===== src/rtl/fifo_avalon_st.sv =====
// Avalon-ST show-ahead FIFO with packet framing, fill level, threshold flags and sticky framing-error flag.
// Latency: a word written into an empty FIFO at edge N is presented on src_* after edge N+1; reads then stream one per cycle.
// Backpressure: snk_ready_o is a pure function of the registered fill level (low when DEPTH words are held or in reset).
module fifo_avalon_st #(
  parameter int DATABITS_PER_SYMBOL = 8,
  parameter int SYMBOLS_PER_BEAT    = 4,
  parameter int EMPTY_WIDTH         = 2,
  parameter int AWIDTH              = 4,
  parameter int ALMOST_FULL_LVL     = 12,
  parameter int ALMOST_EMPTY_LVL    = 2
) (
  input  logic                                          clk_i,
  input  logic                                          rst_n_i,
  input  logic [DATABITS_PER_SYMBOL*SYMBOLS_PER_BEAT-1:0] snk_data_i,
  input  logic                                          snk_valid_i,
  output logic                                          snk_ready_o,
  input  logic                                          snk_sop_i,
  input  logic                                          snk_eop_i,
  input  logic [EMPTY_WIDTH-1:0]                        snk_empty_i,
  output logic [DATABITS_PER_SYMBOL*SYMBOLS_PER_BEAT-1:0] src_data_o,
  output logic                                          src_valid_o,
  input  logic                                          src_ready_i,
  output logic                                          src_sop_o,
  output logic                                          src_eop_o,
  output logic [EMPTY_WIDTH-1:0]                        src_empty_o,
  output logic [AWIDTH:0]                               usedw_o,
  output logic                                          almost_full_o,
  output logic                                          almost_empty_o,
  output logic                                          frame_err_o
);

  localparam int WIDTH   = DATABITS_PER_SYMBOL * SYMBOLS_PER_BEAT;
  localparam int DEPTH   = 1 << AWIDTH;
  localparam int ENTRY_W = WIDTH + EMPTY_WIDTH + 2;
  localparam logic [AWIDTH:0] DEPTH_LVL = {1'b1, {AWIDTH{1'b0}}};
  localparam logic [AWIDTH:0] AF_LVL    = (AWIDTH+1)'(ALMOST_FULL_LVL);
  localparam logic [AWIDTH:0] AE_LVL    = (AWIDTH+1)'(ALMOST_EMPTY_LVL);

  typedef enum logic {
    S_IDLE   = 1'b0,
    S_IN_PKT = 1'b1
  } frame_state_e;

  // Storage array; the output register holds one more word on top of it.
  logic [ENTRY_W-1:0] mem_q [DEPTH];

  logic [AWIDTH:0]    wr_ptr_q, wr_ptr_d;
  logic [AWIDTH:0]    rd_ptr_q, rd_ptr_d;
  logic [AWIDTH:0]    usedw_q, usedw_d;
  logic               src_valid_q;
  logic [ENTRY_W-1:0] src_entry_q;
  frame_state_e       state_q;
  logic               frame_err_q;

  logic               snk_xfer;
  logic               src_xfer;
  logic               mem_empty;
  logic               out_load;
  logic [ENTRY_W-1:0] snk_entry;

  assign snk_ready_o = rst_n_i && (usedw_q < DEPTH_LVL);
  assign snk_xfer    = snk_valid_i && snk_ready_o;
  assign src_xfer    = src_valid_q && src_ready_i;
  assign mem_empty   = (wr_ptr_q == rd_ptr_q);
  // Refill the output register whenever it is empty or being consumed this cycle.
  assign out_load    = !mem_empty && (!src_valid_q || src_ready_i);
  // Empty symbols are meaningful only on EOP beats; store zero otherwise.
  assign snk_entry   = {snk_sop_i, snk_eop_i,
                        (snk_eop_i ? snk_empty_i : {EMPTY_WIDTH{1'b0}}), snk_data_i};

  // Next-state for pointers and fill level.
  always_comb begin
    wr_ptr_d = wr_ptr_q;
    rd_ptr_d = rd_ptr_q;
    usedw_d  = usedw_q;
    if (snk_xfer) wr_ptr_d = wr_ptr_q + 1'b1;
    if (out_load) rd_ptr_d = rd_ptr_q + 1'b1;
    case ({snk_xfer, src_xfer})
      2'b10:   usedw_d = usedw_q + 1'b1;
      2'b01:   usedw_d = usedw_q - 1'b1;
      default: usedw_d = usedw_q;
    endcase
  end

  // Pointer and fill-level registers.
  always_ff @(posedge clk_i) begin
    if (!rst_n_i) begin
      wr_ptr_q <= '0;
      rd_ptr_q <= '0;
      usedw_q  <= '0;
    end else begin
      wr_ptr_q <= wr_ptr_d;
      rd_ptr_q <= rd_ptr_d;
      usedw_q  <= usedw_d;
    end
  end

  // Storage write; contents need no reset since the pointers gate visibility.
  always_ff @(posedge clk_i) begin
    if (snk_xfer) mem_q[wr_ptr_q[AWIDTH-1:0]] <= snk_entry;
  end

  // Show-ahead output register: holds its word stable until accepted.
  always_ff @(posedge clk_i) begin
    if (!rst_n_i) begin
      src_valid_q <= 1'b0;
      src_entry_q <= '0;
    end else if (out_load) begin
      src_valid_q <= 1'b1;
      src_entry_q <= mem_q[rd_ptr_q[AWIDTH-1:0]];
    end else if (src_xfer) begin
      src_valid_q <= 1'b0;
    end
  end

  // Sink framing checker; advances only on accepted beats, error flag is sticky.
  always_ff @(posedge clk_i) begin
    if (!rst_n_i) begin
      state_q     <= S_IDLE;
      frame_err_q <= 1'b0;
    end else if (snk_xfer) begin
      case (state_q)
        S_IDLE: begin
          if (!snk_sop_i) frame_err_q <= 1'b1;
          else if (!snk_eop_i) state_q <= S_IN_PKT;
        end
        S_IN_PKT: begin
          if (snk_sop_i) frame_err_q <= 1'b1;
          if (snk_eop_i) state_q <= S_IDLE;
        end
        default: state_q <= S_IDLE;
      endcase
    end
  end

  assign src_valid_o    = src_valid_q;
  assign src_sop_o      = src_entry_q[ENTRY_W-1];
  assign src_eop_o      = src_entry_q[ENTRY_W-2];
  assign src_empty_o    = src_entry_q[WIDTH +: EMPTY_WIDTH];
  assign src_data_o     = src_entry_q[WIDTH-1:0];
  assign usedw_o        = usedw_q;
  assign almost_full_o  = (usedw_q >= AF_LVL);
  assign almost_empty_o = (usedw_q <= AE_LVL);
  assign frame_err_o    = frame_err_q;

endmodule


===== config.mk =====
export PLATFORM = sky130hd
export DESIGN_NAME = fifo_avalon_st
export DESIGN_NICKNAME = d
export VERILOG_FILES = /design/src/rtl/fifo_avalon_st.sv
export SDC_FILE = /design/constraint.sdc
export NUM_CORES = 1
export LEC_CHECK = 0
export ABC_AREA = 1
export CORE_MARGIN = 10
export CORE_UTILIZATION = 33
export DETAILED_ROUTE_END_ITERATION = 7
export GPL_TIMING_DRIVEN = 0
export PLACE_DENSITY_LB_ADDON = 0.3
export SLEW_MARGIN = 10
export SYNTH_ARGS = -nofsm -noshare
export SYNTH_HDL_FRONTEND = slang
export SYNTH_SLANG_ARGS = --single-unit

===== constraint.sdc =====
create_clock -name clk_i -period 3.24 [get_ports clk_i]
set_input_delay 0.81 -clock clk_i [delete_from_list [all_inputs] [get_ports clk_i]]
set_output_delay 0.81 -clock clk_i [all_outputs]
set_load 0.005 [all_outputs]

==> results of run 1 <==
[per-stage QoR]
step | hold WS (ps) | TNS, ps | power, mW | instances
2_1_floorplan | 460 | -46270 | 12.9 | 2572
3_3_place_gp | 460 | -1447370 | 15.5 | 3707
3_5_place_dp | 474 | -205240 | 15.6 | 3725
4_1_cts | 489 | 0 | 23.1 | 3848
5_1_grt | 506 | 0 | 24.1 | 3851
6_report | 490 | 0 | 22.9 | 3851
[logic make-up (layout without fill, tap and decap cells)]
family                   count (synthesis)  after routing  synth area share (%)
AO/OA/AOI/OAI                          204            204                  3.91
XOR/XNOR                                10             10                 0.331
adder cells (fa/ha/maj)                  9              9                 0.425
buffers and inverters                  513            742                  7.59
flip-flops                             630            630                  69.4
AND/OR/NAND/NOR                       1206           1206                  18.4
[cell type report]
| type | instances | share of cell area (%) |
|---|---|---|
| Clock buffer | 97 | 6.27 |
| Clock inverter | 26 | 0.610 |
| Tap cell | 1050 | 4.19 |
| Inverter | 387 | 4.63 |
| Sequential cell | 630 | 58.6 |
| Multi-Input combinational cell | 1429 | 19.8 |
| Timing Repair Buffer | 106 | 4.12 |
| Buffer | 126 | 1.78 |
[sequential cells by signal, summed over array words and instances, names as in the netlist]
signal / count
usedw_o: 5
frame_err_o: 1
src_valid_o: 1
rd_ptr_q: 5
state_q: 1
src_entry_q: 36
wr_ptr_q: 5
mem_q: 576
[worst max-delay path: cells and delay by family]
| family | cells | cell delay (ps) |
|---|---|---|
| simple gates | 1 | 200 |
| buf+inv | 3 | 990 |
[layer usage]
metal / share of wire [%] / wire (microns) / up-vias
met5: 0 / 0 / -
met4: 2.3 / 1700 / 0
met3: 7.2 / 5240 / 105
met2: 47 / 34600 / 584
met1: 43 / 31700 / 8357
li1: - / - / 8715
[repair_timing]
| action | in CTS | in global routing |
|---|---|---|
| buffers inserted | 0 | 3 |
| hold buffers | 0 | 0 |
| resized for setup | 0 | 1 |
| endpoints found under the setup margin | 0 | 130 |
[synth_stat cells]
cell type	instances
nand2_1	585
edfxtp_1	576
inv_1	382
nor2_1	355
nand3_1	262
o21ai_0	131
dfxtp_1	54
buf_2	53
clkbuf_1	53
a21oi_1	48
o21ai_1	20
buf_1	17
ha_1	9
inv_2	5
xnor2_1	5
xor2_1	5
buf_6	2
nand2_2	2
o21bai_1	2
a2111oi_0	1
a211oi_1	1
a21boi_0	1
buf_4	1
nand3_2	1
nand3b_1	1
[worst max path at each step]
stage             from           end  slack [ps]
6_report       rst_n_i   snk_ready_o         420
5_1_grt        rst_n_i   snk_ready_o         340
4_1_cts        rst_n_i   snk_ready_o          20
3_5_place_dp   rst_n_i  mem_q[2][18]        -550
3_3_place_gp   rst_n_i  mem_q[2][18]       -2820
2_1_floorplan  rst_n_i  mem_q[11][0]        -100
[power by group]
part	internal, mW	total, mW	switching [mW]
Sequential	9.14	9.28	0.142
Combinational	1.86	6.04	4.19
Clock	4.46	7.58	3.13
==> key figures, run 1 <==
Finish
  • Fin area: 31,400 sq um
  • FILL cells: 7,679
  • Most frequent cells in the layout: nand2_1, edfxtp_1, inv_1, nor2_1, nand3_1
  • Fin nets: between 2,000 and 3,000
  • Register area: between 15,000 and 20,000 sq um
  • Multi-input gate area: 6220 sq um
  • ANT cells: 0
  • Layout cells sized above 1: 6.93%
  • Commonest non-fill, non-tap cell in the layout: nand2_1
  • Post-layout util: about 40%
  • Layout area overhead: 18.4%

Place
  • Pre-CTS setup slack: -554 ps
  • DP Area: between 20,000 and 30,000 sq um
  • HPWL after DPL: just under 50,000 microns
  • IO buf count: 85
  • Gpl congestion: 0.791

Global routing
  • GR met1 Demand/Resource: 20.4%
  • Largest net degree at the start of global routing: 24
  • Initial antenna violation count: 1
  • Vias in the first global route: around 17,000
  • First-pass GRT wire length: about 110,000 microns
  • Global route overflow: 0
  • Routing usage on met2: 26.1%
  • Gr busiest metal: met2
  • M3 GR Usage: 3.36%
  • GRT Overall Usage: around 16%

Synthesis
  • Cells after Synth: 2,572
  • Synth top area cells: edfxtp_1, nand2_1, inv_1
  • Register area share after synthesis: between 60% and 70%
  • Yosys reg bits: 630
  • Synth area leader: edfxtp_1
  • Syn Area/Cell: about 10 sq um
  • Synth Warn #: 0
  • Mapped Area: ~26,000 sq um
  • Syn nets: 2,621
  • Cell variety after synth: 25
  • Top-area cell type share of the netlist area: about two thirds

Hold path
  • Worst Hold Class: reg2reg
  • Hold depth: 2
  • Min-delay src: frame_err_o
  • Hold Crit Endpoint: frame_err_o

Clock network
  • CTS HTree Levels: 3
  • Clock Sinks: 630
  • Clk_lat worst skew: around 600 ps
  • CTS tree: built
  • Maximum root-to-sink buffer count: 3
  • CTS Buf Count: between 60 and 70
  • CTS clk-pin slew, worst paths: approximately 60 ps
  • Root Buffer: clkbuf_16

Critical path
  • Worst Reg-to-Reg Cells: 9
  • Critical path peak fanout: 7
  • Critical path startpoint category: primary input
  • CP max-delay cell: clkdlybuf4s50_1
  • Critical path type: in2out
  • Register-to-Register Setup Slack: approximately 570 ps
  • Critical Path Max Stage Delay: 530 ps
  • CP cell instances: dlymetal6s2s_1 -> inv_1 -> nor2_1 -> clkdlybuf4s50_1
  • WP data arrival: roughly 2000 ps
  • RR Endpoint: src_entry_q[34]
  • FF-to-FF Start: rd_ptr_q[0]
  • CP endpoint kind: output port
  • Critical path data required time: around 2400 ps

Floorplan
  • Chip width: between 300 and 400 microns
  • IO Pins: 86
  • Core area: a little under 80,000 sq um
  • Die ar.: ~90,000 sq um
  • FP Rows: roughly 100
  • Initial Util: 33.4%
  • Chip height: ~300 microns

Power
  • Pwr Density: ~730 nW/um^2
  • Max IR drop VDD: roughly 0.39 mV
  • Leak: 12.6 nW

Route
  • Routed vias: 17,800
  • Wire per inst: 19.0 microns
  • Post-route ant nets: 0
  • DRC: 0
  • WL final: ~73,000 microns
  • Initial DRC Count: around 1,500
  • DR pass1 iterations: 5
  • Vias per cell: between 4 and 5

Timing
  • RSZ-0062 raised after global routing: no
  • Maximum clock rate: 355 MHz
  • Max-slew headroom: roughly a quarter
  • Final setup fails: 0
  • Clock skew: 14.3 ps
  • Worst Setup Slack, final: between 400 and 500 ps
  • Slew @ Worst Pin: 1120 ps
  • Period minus WS final: 2820 ps
  • Final period util: 86.9%
  • Final slew viol count: 0
  • Endpoints failing hold: 0

Outcome
  • Status: finished clean

Flow run
  • Max cap viols: 0
Note: power is estimated with default switching activity, not from simulation.
==> run 2: changes to the inputs <==
CELL_PAD_IN_SITES_DETAIL_PLACEMENT = 0   (was not set)
CELL_PAD_IN_SITES_GLOBAL_PLACEMENT = 1   (was not set)
GPL_TIMING_DRIVEN = not set   (was 0)
==> run 2 against run 1 <==
Compared with the run above: power decreased by 1.3%; first-iteration DRC count decreased by 21%; clock skew increased by 12 ps; maximum frequency decreased by 0.71%; critical path depth unchanged; combinational power decreased by 10%; utilization decreased by 0.17 points; sequential cell count unchanged; critical endpoint unchanged.
==> key figures, run 2 (synthesis gave the netlist of run 1 again) <==
Floorplan
  • IO Pins: 86 (unchanged)
  • Chip width: 303 microns (unchanged)
  • Die ar.: 92,000 sq um (unchanged)
  • Initial Util: 33.4% (unchanged)
  • Core area: 79,300 sq um (unchanged)
  • Chip height: 303 microns (unchanged)
  • FP Rows: 103 (unchanged)

Route
  • DRC: 0 (unchanged)
  • Post-route ant nets: 0 (unchanged)
  • Routed vias: 17,500 (-1.4%)
  • WL final: 70,900 microns (-3.1%)
  • Vias per cell: 4.64 (+0.67%)
  • Initial DRC Count: 1,183 (-21%)
  • Wire per inst: 18.8 microns (-1.1%)
  • DR pass1 iterations: 5 (unchanged)

Finish
  • Multi-input gate area: 6240 sq um (+0.20%)
  • Largest register FFs: 576 (unchanged)
  • Layout cells sized above 1: 6.87% (-0.056 points)
  • Register area: 18,400 sq um (about the same)
  • Fin nets: 2,713 (-3.0%)
  • Layout area overhead: 17.9%
  • Most frequent cells in the layout: nand2_1, edfxtp_1, inv_1, nor2_1, nand3_1
  • Commonest non-fill, non-tap cell in the layout: nand2_1
  • FILL cells: 7,752 (+0.95%)
  • ANT cells: 0 (unchanged)

Global routing
  • Global route overflow: 0 (unchanged)
  • First-pass GRT wire length: 107,000 microns (-1.2%)
  • Largest net degree at the start of global routing: 158 (+560%)
  • GRT Overall Usage: 15.2% (-0.52 points)
  • Vias in the first global route: 17,300 (+2.2%)
  • Initial antenna violation count: 1 (unchanged)

Critical path
  • WP data arrival: 2030 ps (+20 ps)
  • RR Endpoint: src_entry_q[0]
  • Critical path data required time: 2430 ps (about the same)
  • CP max-delay cell: clkdlybuf4s50_1
  • Register-to-Register Setup Slack: 910 ps (+340 ps)
  • Crit. Startpoint: rst_n_i
  • Critical path startpoint category: primary input
  • Worst Reg-to-Reg Cells: 9 (unchanged)
  • Crit path to: snk_ready_o
  • Critical path peak fanout: 2 (-5)
  • CP endpoint kind: output port
  • CP cell instances: clkdlybuf4s50_1 -> inv_2 -> nor2_1 -> clkdlybuf4s50_1
  • Critical path type: in2out
  • Critical Path Max Stage Delay: 540 ps (about the same)
  • FF-to-FF Start: rd_ptr_q[2]
  • Most frequent CP cell: clkdlybuf4s50_1

Timing
  • Period minus WS final: 2840 ps (+20.3 ps)
  • Maximum clock rate: 353 MHz (-0.71%)
  • Worst Setup Slack, final: 403 ps (-20.3 ps)
  • Final period util: 87.6% (+0.63 points)
  • Final setup fails: 0 (unchanged)
  • Clock skew: 25.8 ps (+11.5 ps)
  • Max-slew headroom: 41.3% (+16 points)
  • Endpoints failing hold: 0 (unchanged)
  • Slew @ Worst Pin: 880 ps (-240 ps)
  • Final slew viol count: 0 (unchanged)
  • RSZ-0062 raised after global routing: no

Clock network
  • Resize count post-CTS: 0 (unchanged)
  • Maximum root-to-sink buffer count: 3 (unchanged)
  • Clk_lat worst skew: 620 ps (+20 ps)
  • CTS tree: built
  • Root Buffer: clkbuf_16
  • Cts hold-fix bufs: 0 (unchanged)
  • Postcts setup bufs: 0 (unchanged)
  • CTS HTree Levels: 3 (unchanged)
  • CTS clk-pin slew, worst paths: 50 ps (about the same)
  • Clock Sinks: 630 (unchanged)
  • CTS Buf Count: 72 (+5.9%)

Power
  • Flop pwr share: 41.2% (+0.7 points)
  • Switching portion of total power: 31.1% (-1.4 points)
  • Leak: 12.6 nW (-0.60%)
  • Sw Pwr: 7.04 mW (-5.6%)
  • Int Pwr: 15.6 mW (+0.74%)
  • Max IR drop VDD: 0.586 mV (+51%)
  • Comb pwr share: 24.0% (-2.4 points)
  • Clock power frac: 34.7% (+1.6 points)
  • Total power: 22.6 mW (-1.3%)
  • Pwr Density: 723 nW/um^2 (-0.92%)

Place
  • IO buf count: 85 (unchanged)
  • HPWL after DPL: 40,700 microns (-17%)
  • Gpl congestion: 0.784 (-0.86%)
  • Pre-CTS setup slack: 184 ps (+738 ps)

Hold path
  • Worst Hold Class: reg2reg

Outcome
  • Status: finished clean

Flow run
  • Max cap viols: 0 (unchanged)
==> run 2: cell count changes in the layout (fill, tap and decap cells not counted), sizes merged <==
| cell | previous run | this run |
|---|---|---|
| clkdlybuf4s50 | 84 | 85 |
| buf | 94 | 59 |
| clkbuf | 150 | 102 |
| clkinv | 23 | 24 |
| inv | 387 | 389 |
| bufinv | 3 | 4 |
| dlymetal6s2s | 1 | 0 |
==> run 2: critical path: cells and delay by family <==
family        cells  cell delay [ps]
simple gates      1              140
buf+inv           3             1070
==> run 2: through the flow <==
stage                     utilization, %  std cells  setup TNS (ps)  hold WS, ps  instance area [sq um]
after floorplan                        -       2572          -46270          460                  26500
after global placement              36.6       3640               0          486                  29000
after detailed placement            36.6       3640               0          489                  29000
after CTS                           39.4       3772               0          504                  31200
after global routing                39.4       3772               0          543                  31200
final                               39.4       3772               0          499                  31200
==> run 2: final cells by class <==
cell class / count / area share (%)
multi-input combinational: 1429 / 20.0
sequential: 630 / 58.8
inverter: 387 / 4.68
timing repair buffer: 144 / 5.02
clock buffer: 102 / 6.36
tap: 1050 / 4.20
clock inverter: 30 / 0.929
==> run 2: power groups by stage <==
stage	logic, mW	registers [mW]	clock network, mW
6_report	5.43	9.32	7.85
5_1_grt	6.14	9.35	8.37
4_1_cts	5.55	9.32	8.04
3_5_place_dp	5.53	9.49	0
3_3_place_gp	5.51	9.48	0
2_1_floorplan	3.48	9.45	0
==> run 2: routing by layer <==
metal	share of wire [%]	up-vias	GRT usage [%]
li1	-	8551	-
met1	44	8539	19.3
met5	0	-	0
met2	50	323	26.6
met3	3.8	100	2.34
met4	2.4	0	4.68
==> run 2: how the worst min path moves through the flow <==
stage           startpoint          end  slack (ps)  cells after the start
6_report           state_q      state_q         500                      2
2_1_floorplan  frame_err_o  frame_err_o         460                      2
4_1_cts            state_q      state_q         500                      2
3_3_place_gp       state_q      state_q         490                      2
3_5_place_dp       state_q      state_q         490                      2
5_1_grt        frame_err_o  frame_err_o         540                      2
==> run 3: changes to the inputs <==
SLEW_MARGIN = 25   (was 10)
==> results of run 3 <==
The final DEF is identical to that of run 2; final timing and power are the same.
